===== config.mk =====
export PLATFORM = sky130hd
export DESIGN_NAME = ult_blink_ctrl
export DESIGN_NICKNAME = d
export VERILOG_FILES = /design/src/rtl/ult_blink_ctrl.sv
export SDC_FILE = /design/constraint.sdc
export NUM_CORES = 1
export LEC_CHECK = 0
export BUFFER_PORTS_ARGS = -buffer_cell sky130_fd_sc_hd__buf_2
export CAP_MARGIN = 25
export CORE_ASPECT_RATIO = 0.8
export CORE_MARGIN = 5
export CORE_UTILIZATION = 60
export DETAILED_ROUTE_END_ITERATION = 10
export PLACE_DENSITY = 0.79
export RECOVER_POWER = 50
export REMOVE_ABC_BUFFERS = 1
export SYNTH_ARGS = -nofsm -noshare
export SYNTH_HDL_FRONTEND = slang
export SYNTH_SLANG_ARGS = --single-unit

===== constraint.sdc =====
create_clock -name CLOCK -period 2.23 [get_ports CLOCK]
set_input_delay 0.1115 -clock CLOCK [delete_from_list [all_inputs] [get_ports CLOCK]]
set_output_delay 0.1115 -clock CLOCK [all_outputs]
set_load 0.05 [all_outputs]

===== src/rtl/ult_blink_ctrl.sv =====
// rtl/ult_blink_ctrl.sv - ultimate-skill indicator blink sequencer (IDLE -> FAST -> SLOW -> IDLE)
// Optional: define ULT_BLINK_RETRIGGER_EN to let START restart a running programme.
module ult_blink_ctrl #(
    parameter int CNT_W        = 27,
    parameter int FAST_CNT     = 12_500_000,
    parameter int SLOW_CNT     = 50_000_000,
    parameter int TOG_W        = 8,
    parameter int FAST_TOGGLES = 16,
    parameter int SLOW_TOGGLES = 4
) (
    input  logic       CLOCK,
    input  logic       RESET_N,
    input  logic       START,
    input  logic       ABORT,
    output logic       blink,
    output logic       busy,
    output logic       done,
    output logic [1:0] phase
);

    typedef enum logic [1:0] {
        ST_IDLE = 2'b00,
        ST_FAST = 2'b01,
        ST_SLOW = 2'b10
    } state_t;

    localparam logic [CNT_W-1:0] FAST_LAST     = CNT_W'(FAST_CNT - 1);
    localparam logic [CNT_W-1:0] SLOW_LAST     = CNT_W'(SLOW_CNT - 1);
    localparam logic [TOG_W-1:0] FAST_TOG_LAST = TOG_W'(FAST_TOGGLES - 1);
    localparam logic [TOG_W-1:0] SLOW_TOG_LAST = TOG_W'(SLOW_TOGGLES - 1);

`ifdef ULT_BLINK_RETRIGGER_EN
    localparam bit RETRIG = 1'b1;
`else
    localparam bit RETRIG = 1'b0;
`endif

    state_t           state_q;
    logic [CNT_W-1:0] cnt_q;
    logic [TOG_W-1:0] tog_q;
    logic             blink_q;
    logic             done_q;
    logic             tick;
    logic             last_tog;

    // Period and toggle limits follow whichever burst is currently active.
    always_comb begin
        tick     = 1'b0;
        last_tog = 1'b0;
        if (state_q == ST_FAST) begin
            tick     = (cnt_q == FAST_LAST);
            last_tog = (tog_q == FAST_TOG_LAST);
        end else if (state_q == ST_SLOW) begin
            tick     = (cnt_q == SLOW_LAST);
            last_tog = (tog_q == SLOW_TOG_LAST);
        end
    end

    always_ff @(posedge CLOCK) begin
        if (!RESET_N) begin
            state_q <= ST_IDLE;
            cnt_q   <= '0;
            tog_q   <= '0;
            blink_q <= 1'b0;
            done_q  <= 1'b0;
        end else begin
            done_q <= 1'b0;
            case (state_q)
                ST_IDLE: begin
                    if (START && !ABORT) begin
                        state_q <= ST_FAST;
                        cnt_q   <= '0;
                        tog_q   <= '0;
                        blink_q <= 1'b1;
                    end
                end
                ST_FAST, ST_SLOW: begin
                    if (ABORT) begin
                        state_q <= ST_IDLE;
                        cnt_q   <= '0;
                        tog_q   <= '0;
                        blink_q <= 1'b0;
                    end else if (RETRIG && START) begin
                        state_q <= ST_FAST;
                        cnt_q   <= '0;
                        tog_q   <= '0;
                        blink_q <= 1'b1;
                    end else if (tick) begin
                        cnt_q   <= '0;
                        blink_q <= ~blink_q;
                        if (last_tog) begin
                            tog_q <= '0;
                            if (state_q == ST_FAST) begin
                                state_q <= ST_SLOW;
                            end else begin
                                state_q <= ST_IDLE;
                                blink_q <= 1'b0;
                                done_q  <= 1'b1;
                            end
                        end else begin
                            tog_q <= tog_q + 1'b1;
                        end
                    end else begin
                        cnt_q <= cnt_q + 1'b1;
                    end
                end
                default: begin
                    state_q <= ST_IDLE;
                    cnt_q   <= '0;
                    tog_q   <= '0;
                    blink_q <= 1'b0;
                end
            endcase
        end
    end

    assign blink = blink_q;
    assign busy  = (state_q != ST_IDLE);
    assign done  = done_q;
    assign phase = state_q;

endmodule


==> reports/qor.txt <==
Clock Path Buffers: 2
Maximum vdd drop: 0.5793 mV
Final min period: 2081 ps
Type of the most critical hold path: in -> reg
Setup Skew: 9.456 ps
Max_slew headroom: 60.05%
Setup-failing EPs final: 0
Initial antenna violation count: 0
Final Hold Vio Count: 0
Synth area leader: dfxtp_1
Pwr dens: 758.5 mW/mm²
Die width: 76.67 µm
Antenna diodes: 0
Root Buffer: clkbuf_8
GRT overflow: 0
CTS Sinks: 39
Part of the power in registers: 42.1%
Synth warnings: 0
Most common cell after layout, fill and taps aside: dfxtp_1
Ys flop type: dfxtp_1
Count of cell types in the netlist: 46
CP Buf/Inv Count: 1
Core area: 0.003423 mm²
Final WL: 4673 µm
Seq cells post-synth: 39
Post-Synth Adder-Cell Area: 4.106%
Top delay family on crit path: simple AND/OR/NAND/NOR gates
Critical path type: reg -> reg
Clock insertion delay at the later pin of the skew report: 310 ps
Avg WL per Cell: 15.58 µm
Switch share: 33.62%
CP arrival: 2270 ps
Filler cells: 292
DR iter-0 viols: 184
Most frequent cells in the layout: 38 x dfxtp_1, 31 x nor2_1, 17 x xor2_1
Share of layout cells above drive strength 1: 13.18%
Cts bufs inserted: 5
CP Data Required Time: 2420 ps
Sw Pwr: 0.6052 mW
# nets final: 268
Drt pass-1 iters: 4
Largest net degree at the start of global routing: 24
CP Max Fanout: 6
Worst-Margin Slew: 601.8 ps
Cell count after synthesis: 242
Max Fclk: 480.5 MHz
Complex-gate fraction of the synthesized area: 11.14%
Status: completed
Proportion of power drawn by combinational gates: 24.3%
Post-synth EDFFs: 0
Layout area overhead: 11.26%
Row cnt: 19
CP Capture Type: flip-flop
Gp weighted congestion: 0.8703
Largest stage delay, worst path: 510 ps
Post-route ant nets: 0
LEAKAGE: 0.8579 nW
Port Buffer Count: 8
Initial core utilization: 62.32%
CTS tree: built
Hold_buf cts: 0
Unrepaired setup endpoints after global routing: false
Post-synthesis mux area share: 0.4692%
Clock-pin slew on the worst setup and hold paths: 80 ps
Max-cap violations: 0
Async SR Flop Fraction: 0%
H-tree Lvls: 2
Via/cell ratio: 6.027
Main combinational cell family by area after synthesis: simple AND/OR/NAND/NOR gates
Seq/Total Area, Yosys: 36.60%
Io pins: 9
Critical Path Start Type: flip-flop
Int Pwr: 1.195 mW
Clock power frac: 33.6%
GR Util All Layers: 20.58%
CP max-delay cell: or4b_4
Dpl hpwl: 3210 µm
Post-synthesis cell area: 0.002133 mm²
Vias in the first global route: 1,678
# DRC: 0
Global-route wire length before repair: 8093 µm
XOR/XNOR share of the synthesized area: 10.67%
Top cells by area, synth: dfxtp_1 37%, xor2_1 7.0%, nor2_1 5.6%
Fin util: 69.33%
Synth top area share: 36.60%
DR vias: 1,808
Pwr Total: 1.800 mW
Final Max Tran Viols: 0
Die ar.: 0.004856 mm²
Crit path cell chain: inv_1, ha_2, or4b_4, a211oi_4, nand2b_4, o21ai_1, mux2i_1
Post-Synth Simple-Gate Area: 33.84%
Period utilization: 93.34%
Die height: 63.34 µm
Mean Syn Cell Area: 8.815 µm²
Hold Slack: 150.0 ps
## metal layers
layer | GRT usage, % | share of wire (%) | vias up
met5 | 0 | 0 | -
met4 | 5.895 | 1.3 | 0
met3 | 5.983 | 5.5 | 7
met2 | 29.56 | 42 | 41
met1 | 29.63 | 51 | 847
li1 | - | - | 913
## stage by stage
stage / setup slack (ps) / instance area, µm² / instances / setup TNS (ps)
floorplan: -253.1 / 2088 / 234 / -5345
global placement: 204.3 / 2238 / 290 / 0
global route: 32.42 / 2374 / 300 / 0
detailed placement: 98.66 / 2238 / 290 / 0
CTS: 90.06 / 2351 / 298 / 0
finish: 148.6 / 2374 / 300 / 0
## tightest hold or removal path: stages
cell	delay (ps)
buf_2	160
nand2_1	80
mux2i_1	60
## area by class of cell
| class | instances | area (µm²) | share of cell area, % |
|---|---|---|---|
| multi-input cells | 189 | 1300 | 54.77 |
| clock inverters | 3 | 43.79 | 1.845 |
| repair buffers | 16 | 103.9 | 4.375 |
| well taps | 42 | 52.55 | 2.214 |
| clock buffers | 5 | 68.82 | 2.899 |
| inverters | 6 | 22.52 | 0.9489 |
| flip-flops and latches | 39 | 782.0 | 32.95 |
## cell families after synthesis
group                    count (synthesis)
AND/OR/NAND/NOR                        125
flip-flops                              39
adder cells (fa/ha/maj)                  7
XOR/XNOR                                26
AO/OA/AOI/OAI                           30
multiplexers                             1
buffers and inverters                   14
## flip-flops by register name, summed over array words and instances (netlist names)
register and cells:
cnt_q 27, tog_q 8, phase 2, blink 1, done 1
## path summary, 6_finish.rpt
| kind | start | endpoint | slack, ps | depth (start not counted) |
|---|---|---|---|---|
| hold reg to reg | tog_q[4] | tog_q[4] | 510 | 1 |
| setup / recovery | phase[1] | phase[1] | 150 | 7 |
| setup reg to reg | phase[1] | phase[1] | 150 | 7 |
| hold / removal | RESET_N | phase[1] | 150 | 3 |
## Yosys cell counts, types with 2 or more instances
| master | number |
|---|---|
| a211o_1 | 3 |
| a211oi_1 | 2 |
| a211oi_4 | 2 |
| a21oi_1 | 5 |
| a31oi_1 | 10 |
| and2_1 | 4 |
| and3_1 | 10 |
| and4_1 | 5 |
| and4b_1 | 2 |
| and4bb_1 | 2 |
| buf_2 | 3 |
| clkbuf_1 | 3 |
| dfxtp_1 | 39 |
| ha_1 | 7 |
| inv_1 | 6 |
| nand2_1 | 16 |
| nand2b_1 | 3 |
| nand3_1 | 14 |
| nand4_1 | 12 |
| nand4_2 | 2 |
| nor2_1 | 32 |
| nor3_1 | 3 |
| nor4_1 | 5 |
| or3_1 | 6 |
| xnor2_1 | 9 |
| xor2_1 | 17 |
## power groups by stage
| stage | sequential [mW] | clock [mW] | combinational [mW] |
|---|---|---|---|
| 2_1_floorplan | 0.831 | 0 | 0.240 |
| 3_5_place_dp | 0.774 | 0 | 0.432 |
| 6_report | 0.757 | 0.605 | 0.438 |
| 5_1_grt | 0.764 | 0.641 | 0.476 |
| 4_1_cts | 0.757 | 0.612 | 0.434 |
| 3_3_place_gp | 0.771 | 0 | 0.430 |
## repair_timing
| item | in CTS | in global routing |
|---|---|---|
| hold endpoints to repair | 0 | 0 |
| setup endpoints to repair | 0 | 12 |
| buffers inserted | 0 | 2 |
| gates resized for setup | 0 | 5 |
No activity file was read; power rests on OpenSTA's default activity.
